### src/rtl/bin_cnt_pkg.sv
// Shared definitions for the binary down-counter: state encoding and defaults.
package bin_cnt_pkg;

  // Default counter width when the parent does not override WIDTH.
  localparam int CNT_WIDTH_DFLT = 4;

  // RUN: counting (or waiting for en). HOLD: one-shot finished at zero.
  typedef enum logic [0:0] {
    RUN  = 1'b0,
    HOLD = 1'b1
  } cnt_state_e;

endpackage

### src/rtl/down_cnt_cell.sv
// One bit of the down-counter: synchronous toggle flop with parallel load.
// Priority inside the cell is rst, then ld, then tog.
module down_cnt_cell (
  input  logic clk,
  input  logic rst,
  input  logic tog,
  input  logic ld,
  input  logic d,
  output logic q
);

  logic q_q;

  // Bit storage: clear, load, or toggle on the rising edge.
  always_ff @(posedge clk) begin
    if (rst) begin
      q_q <= 1'b0;
    end else if (ld) begin
      q_q <= d;
    end else if (tog) begin
      q_q <= ~q_q;
    end
  end

  assign q = q_q;

endmodule

### src/rtl/bin_down_counter.sv
// Binary down-counter built from per-bit toggle cells, with a reload
// register, optional auto-reload on underflow and a registered borrow pulse.
module bin_down_counter
  import bin_cnt_pkg::*;
#(
  parameter int WIDTH       = CNT_WIDTH_DFLT,
  parameter int AUTO_RELOAD = 1
) (
  input  logic             clk,
  input  logic             rst,
  input  logic             en,
  input  logic             load,
  input  logic [WIDTH-1:0] load_val,
  output logic [WIDTH-1:0] q,
  output logic             zero,
  output logic             borrow,
  output logic             busy
);

  localparam logic AUTO_RELOAD_BIT = (AUTO_RELOAD != 0);

  logic [WIDTH-1:0] cnt_q;
  logic [WIDTH-1:0] reload_q;
  logic [WIDTH-1:0] reload_d;
  cnt_state_e       state_q;
  cnt_state_e       state_d;
  logic             borrow_q;
  logic             borrow_d;

  logic             cnt_is_zero;
  logic             run_en;
  logic             underflow;
  logic             dec;
  logic             cell_ld;
  logic [WIDTH-1:0] cell_d;
  logic [WIDTH-1:0] lower_zero;

  // load wins over en, and HOLD ignores en entirely.
  assign cnt_is_zero = (cnt_q == '0);
  assign run_en      = en & (state_q == RUN) & ~load;
  assign underflow   = run_en & cnt_is_zero;
  assign dec         = run_en & ~cnt_is_zero;

  // Cells load either the external value or, on auto-reload underflow, the
  // reload register. In one-shot mode an underflow leaves the cells at zero.
  assign cell_ld = load | (underflow & AUTO_RELOAD_BIT);
  assign cell_d  = load ? load_val : reload_q;

  // A bit toggles on a decrement only when every bit below it is zero.
  assign lower_zero[0] = 1'b1;
  generate
    for (genvar gi = 1; gi < WIDTH; gi++) begin : g_lz
      assign lower_zero[gi] = lower_zero[gi-1] & ~cnt_q[gi-1];
    end
  endgenerate

  generate
    for (genvar gi = 0; gi < WIDTH; gi++) begin : g_cell
      down_cnt_cell u_cell (
        .clk (clk),
        .rst (rst),
        .tog (dec & lower_zero[gi]),
        .ld  (cell_ld),
        .d   (cell_d[gi]),
        .q   (cnt_q[gi])
      );
    end
  endgenerate

  // Next-state for the reload register, state machine and borrow pulse.
  always_comb begin
    reload_d = reload_q;
    state_d  = state_q;
    borrow_d = 1'b0;
    if (load) begin
      reload_d = load_val;
      state_d  = RUN;
    end else if (underflow) begin
      borrow_d = 1'b1;
      if (!AUTO_RELOAD_BIT) begin
        state_d = HOLD;
      end
    end
  end

  // Control registers; reset leaves the reload register at all-ones.
  always_ff @(posedge clk) begin
    if (rst) begin
      reload_q <= '1;
      state_q  <= RUN;
      borrow_q <= 1'b0;
    end else begin
      reload_q <= reload_d;
      state_q  <= state_d;
      borrow_q <= borrow_d;
    end
  end

  assign q      = cnt_q;
  assign zero   = cnt_is_zero;
  assign borrow = borrow_q;
  assign busy   = (state_q == RUN);

endmodule

### config.mk
export PLATFORM = sky130hd
export DESIGN_NAME = bin_down_counter
export DESIGN_NICKNAME = d
export VERILOG_FILES = /design/src/rtl/bin_cnt_pkg.sv /design/src/rtl/down_cnt_cell.sv /design/src/rtl/bin_down_counter.sv
export SDC_FILE = /design/constraint.sdc
export NUM_CORES = 1
export LEC_CHECK = 0
export CAP_MARGIN = 30
export CELL_PAD_IN_SITES_DETAIL_PLACEMENT = 0
export CELL_PAD_IN_SITES_GLOBAL_PLACEMENT = 1
export CORE_MARGIN = 10
export CORE_UTILIZATION = 28
export DETAILED_ROUTE_END_ITERATION = 12
export PLACE_DENSITY = 0.72
export RECOVER_POWER = 25
export SLEW_MARGIN = 20
export SYNTH_ARGS = -nofsm -noshare
export SYNTH_HDL_FRONTEND = slang
export SYNTH_SLANG_ARGS = --single-unit
### constraint.sdc
create_clock -name clk -period 1.2 [get_ports clk]
set_input_delay 0.18 -clock clk [delete_from_list [all_inputs] [get_ports clk]]
set_output_delay 0.18 -clock clk [all_outputs]
set_load 0.01 [all_outputs]
# ---- Yosys cells after proc, flatten, opt, wreduce, memory -nomap -nowiden
# Cells that the tools add are included.
dict set report word_totals {
  romBits 0
  inputBits 8
  mem_bits_rw 0
  n_memories 0
  latchBits 0
  ff_bits 9
  word_cells 37
}
dict set report classes {
  magnitude_cmp 0
  n_bitwise 15
  eq_ne 0
  mux 10
  reduce_logical 6
  shifts 0
  div_mod_pow 0
  addsub 0
  multipliers 0
}
# operator count
set op_table {}
lappend op_table {{1-bit 2-to-1 mux} 9}
lappend op_table {{1-bit bitwise AND} 8}
lappend op_table {{2-bit nonzero test} 4}
lappend op_table {{1-bit inverter} 6}
lappend op_table {{4-bit logical NOT} 1}
lappend op_table {{4-bit 2-to-1 mux} 1}
lappend op_table {{2-bit OR reduction} 1}
lappend op_table {{1-bit OR} 1}

# ---- Longest topological paths before layout
dict set report depth {
  ltp_word 6
  mapped_depth 4
  mapped_depth_nobuf 3
}

# ---- Cells and area by module
# From an unflattened synthesis, not the netlist that was laid out.
dict set report unflattened {
  hier_cells 44
  area_unflattened_um2 462.9
}
# module cells_each area_per_inst_um2 n_inst
set modules_own_cells {}
lappend modules_own_cells {bin_down_counter 24 257.7 1}
lappend modules_own_cells {down_cnt_cell 5 51.3 4}

# ---- Worst setup path after synthesis
# Ideal clock, no wire load.
dict set report synth_path {
  kind {reg-to-reg}
  start {register g_cell[2].u_cell.q_q}
  end {register g_cell[1].u_cell.q_q}
  t_required_ns 1.069
  arrival_time_ns 1.040
  setup_slack_ns 0.029
  period_less_slack_ns 1.171
  setup_time_ns 0.131
  stages_incl_launch_ff 4
  path_cell_list {dfxtp_1 -> nor4_2 -> and4b_1 -> a311oi_1}
}
dict set report synth_via {
  elab_chain_cells 5
  word_cells_on_any_way 8
  cone_classes {mux: 1; bitwise: 5; reduce/logical: 2}
}
# element line_no
set synth_rtl {}
lappend synth_rtl {{start, declared} down_cnt_cell.sv:12} ;# logic q_q;
lappend synth_rtl {{start signal, assigned} down_cnt_cell.sv:21} ;# q_q <= ~q_q;
lappend synth_rtl {{4-bit logical NOT *} bin_down_counter.sv:39} ;# assign cnt_is_zero = (cnt_q == '0);
lappend synth_rtl {{net zero} bin_down_counter.sv:15} ;# output logic zero,
lappend synth_rtl {{1-bit inverter} bin_down_counter.sv:42} ;# assign dec = run_en & ~cnt_is_zero;
lappend synth_rtl {{1-bit bitwise AND} bin_down_counter.sv:42}
lappend synth_rtl {{1-bit bitwise AND} bin_down_counter.sv:62} ;# .tog (dec & lower_zero[gi]),
lappend synth_rtl {{2-bit nonzero test (no line)} n/a}
lappend synth_rtl {{end signal, assigned} down_cnt_cell.sv:21}
lappend synth_rtl {{end, declared} down_cnt_cell.sv:12}
# The timed path passes the listed nets; every way through them passes the cells marked *.
# A chain may end at the register's enable or synchronous reset.

# ---- Final worst setup path
dict set report layout_path {
  start {register g_cell[1].u_cell.q_q}
  end {output zero}
}
dict set report layout_via {
  elab_chain_cells 1
}
# element line_no
set layout_rtl {}
lappend layout_rtl {{4-bit logical NOT} bin_down_counter.sv:39}
lappend layout_rtl {{end, declared} bin_down_counter.sv:15}
# Every way passes these cells.

==> impl_summary.log <==
INFO  metric outcome = complete, but fails checks
INFO  metric failed_checks = setup timing
INFO  metric critPathCaptureType = primary output
INFO  metric fmax = 807 MHz
INFO  metric clock_skew = 9.14 ps
INFO  metric via_count_of_the_first_global_routing_pass = 437
INFO  metric wire_per_inst = 14.4 um
INFO  metric cts.sink_count = 9
INFO  metric placed_area = 654 um2
INFO  metric timing.final.crit_share = 103%
INFO  metric total_via_count_in_the_routed_design = 410
INFO  metric r2r_start = g_cell[1].u_cell.q
INFO  metric drive_above_1_share = 43.7%
INFO  metric syn_warnings = 0
INFO  metric number_of_diodes = 0
INFO  metric synth_area = 463 um2
INFO  metric detailed_place_hpwl = 877 um
INFO  metric postSynthNetCount = 56
INFO  metric groute.usage.overall = 7.24%
INFO  metric fin_ws = -39.1 ps
INFO  metric endpoints_failing_hold = 0
INFO  metric cts_max_path_bufs = 2
INFO  metric netlist_top_cells_count = sky130_fd_sc_hd__dfxtp_1, sky130_fd_sc_hd__buf_4, sky130_fd_sc_hd__nor2_1
INFO  metric synth_area_leaders = sky130_fd_sc_hd__dfxtp_1, sky130_fd_sc_hd__buf_4, sky130_fd_sc_hd__a21oi_1
INFO  metric cts_made_buffers = 3
INFO  metric setup_violations = 5
INFO  metric netlist.top_cell.by_area = sky130_fd_sc_hd__dfxtp_1
INFO  metric synthMostInstantiatedCell = sky130_fd_sc_hd__dfxtp_1
INFO  metric core_area = 1540 um2
INFO  metric worst_setup_path_start_kind = register
INFO  metric post_layout_min_period = 1240 ps
INFO  metric timing_max_transition_violations_final = 0
INFO  metric syn-mean-instance-area = 9.64 um2
INFO  metric post_route_total_power = 785 uW
INFO  metric min-delay-start = reload_q[2]
INFO  metric h-tree-depth = 1
INFO  metric floorplan.die.width = 60.7 um
INFO  metric gr-total-overflow = 0
INFO  metric power.density_cell_area = 1090 nW/um2
INFO  metric design_area = 721 um2
INFO  metric worst_setup_path_startpoint = g_cell[1].u_cell.q
INFO  metric path_class = register to primary output
INFO  metric cells_along_the_critical_path = nor4_4 -> buf_2
INFO  metric highest_delay_cell_along_the_critical_path = sky130_fd_sc_hd__dfxtp_2
INFO  metric synth.ff_latch_count = 9
INFO  metric average_via_count_per_standard_cell = 4.71
INFO  metric clockRootBuffer = sky130_fd_sc_hd__clkbuf_4
INFO  metric initial_core_util = 30.0%
INFO  metric std_cell_rows = 14
INFO  metric num_io_pins = 15
INFO  metric tritoncts = done
INFO  metric grt_setup_unrepaired = true
INFO  metric route.antenna.remaining_nets = 0
INFO  metric cts_hold_buffers = 0
INFO  metric grt_max_degree = 9
INFO  metric first_pass_grt_wire_length = 1950 um
INFO  metric detailedRoute.firstIterationViolations = 9
INFO  metric final_net_count = 80
INFO  metric asyncSetResetFlopFracSynth = 0%
INFO  metric ys_seq_area_share = 38.9%
INFO  metric hold_class = register to register
INFO  metric yosysTopAreaCellShare = 38.9%
INFO  metric finalNonFillerCells = 87
INFO  metric wl = 1250 um
INFO  metric synth_flop_cell = sky130_fd_sc_hd__dfxtp_1
INFO  metric place_worst_setup_slack = -291 ps
INFO  metric clk_pin_slew = 70 ps
INFO  metric ir_worst_vdd = 500 uV
INFO  metric post_route_drc = 0
INFO  metric clk_latency = 260 ps
INFO  metric number_of_iterations_in_the_first_detailed_routing_pass = 4
INFO  metric cp.required = 1020 ps
INFO  metric areaGrowthSynthToFinish = 55.7%
INFO  metric postSynthCellCount = 48
INFO  metric reg2reg_slack = -40 ps
INFO  metric synth_edf_count = 0
INFO  metric gp_routability_congestion = 0.799
INFO  metric max_stage_delay = 340 ps
INFO  metric port_buffers = 13
INFO  metric worst-path-max-fanout = 2
INFO  metric arrival = 1060 ps
INFO  metric die_h = 60.7 um
INFO  metric dp_cells = 83
INFO  metric drv.max_cap_violation_count = 0
INFO  metric synth.lib_cells_used.distinct = 29
INFO  metric design.die.area = 3680 um2
INFO  metric number_of_antenna_violations_at_the_first_check_in_global_routing = 0
INFO  metric power_leakage = 0.000323 uW
==> path summary, 6_finish.rpt <==
kind / endpoint / cells past startpoint
worst max register to register: g_cell[0].u_cell.q / 4
worst max-delay path: zero / 2
worst min-delay path: reload_q[2] / 2
worst min register to register: reload_q[2] / 2
==> metrics by stage <==
stage	util (%)	setup TNS, ps	hold WS [ps]
floorplan	-	0	313
global placement	42.5	-1410	433
detailed placement	42.5	-1540	441
CTS	46.1	-112	451
global route	46.8	-481	504
finish	46.8	-145	447
==> power breakdown <==
part | switching [uW] | internal [uW] | total, uW | leakage, uW
Combinational | 89.4 | 119 | 209 | 0.000232
Sequential | 17.7 | 321 | 339 | 0.0000761
Clock | 109 | 128 | 237 | 0.0000150
Total | 216 | 568 | 785 | 0.000323
==> repair_timing <==
item	CTS	global route
gates resized for setup	23	7
pin swaps	4	3
buffers inserted	0	0
setup endpoints to repair	9	9
==> placed cells by master, fill, tap and decap left out, drive strengths merged, types with 2 or more instances in the layout <==
cell type	instances
a21oi	3
inv	2
clkdlybuf4s50	5
clkdlybuf4s15	2
nor2	4
clkbuf	6
o21bai	2
nand2	2
dlygate4sd2	2
buf	14
a211oi	2
dfxtp	9
==> cells by family (layout without fill, tap and decap cells) <==
logic type,count (synthesis),after routing,share of synthesized area (%)
buffers and inverters,9,32,13.8
AOI/OAI and AO/OA,13,13,21.1
muxes,2,2,4.59
other,1,1,0.810
and+or+nand+nor,14,14,20.8
DFF,9,9,38.9
==> final cells by class <==
type	count	area (um2)
fillers	152	821
clock buffers	4	26.3
repair buffers	26	219
well taps	16	20.0
inverters	2	7.51
multi-input cells	30	260
flip-flops and latches	9	188
==> state kept, by name, summed over array words and instances (netlist names) <==
| signal | flops |
|---|---|
| g_cell.u_cell.q | 4 |
| borrow | 1 |
| reload_q | 4 |
==> critical path, delay by kind of cell, from the launching register on <==
kind	cells	cell delay, ps
buf+inv	1	180
flops	1	340
simple gates	1	280
==> routing by layer <==
metal	vias up	part of all wire [%]	global-route usage, %
met5	-	0	0
met4	0	0.88	4.08
met3	2	10	5.64
met2	13	44	10.5
met1	182	46	7.32
li1	213	-	-
Note: power is estimated with default switching activity, not from simulation.
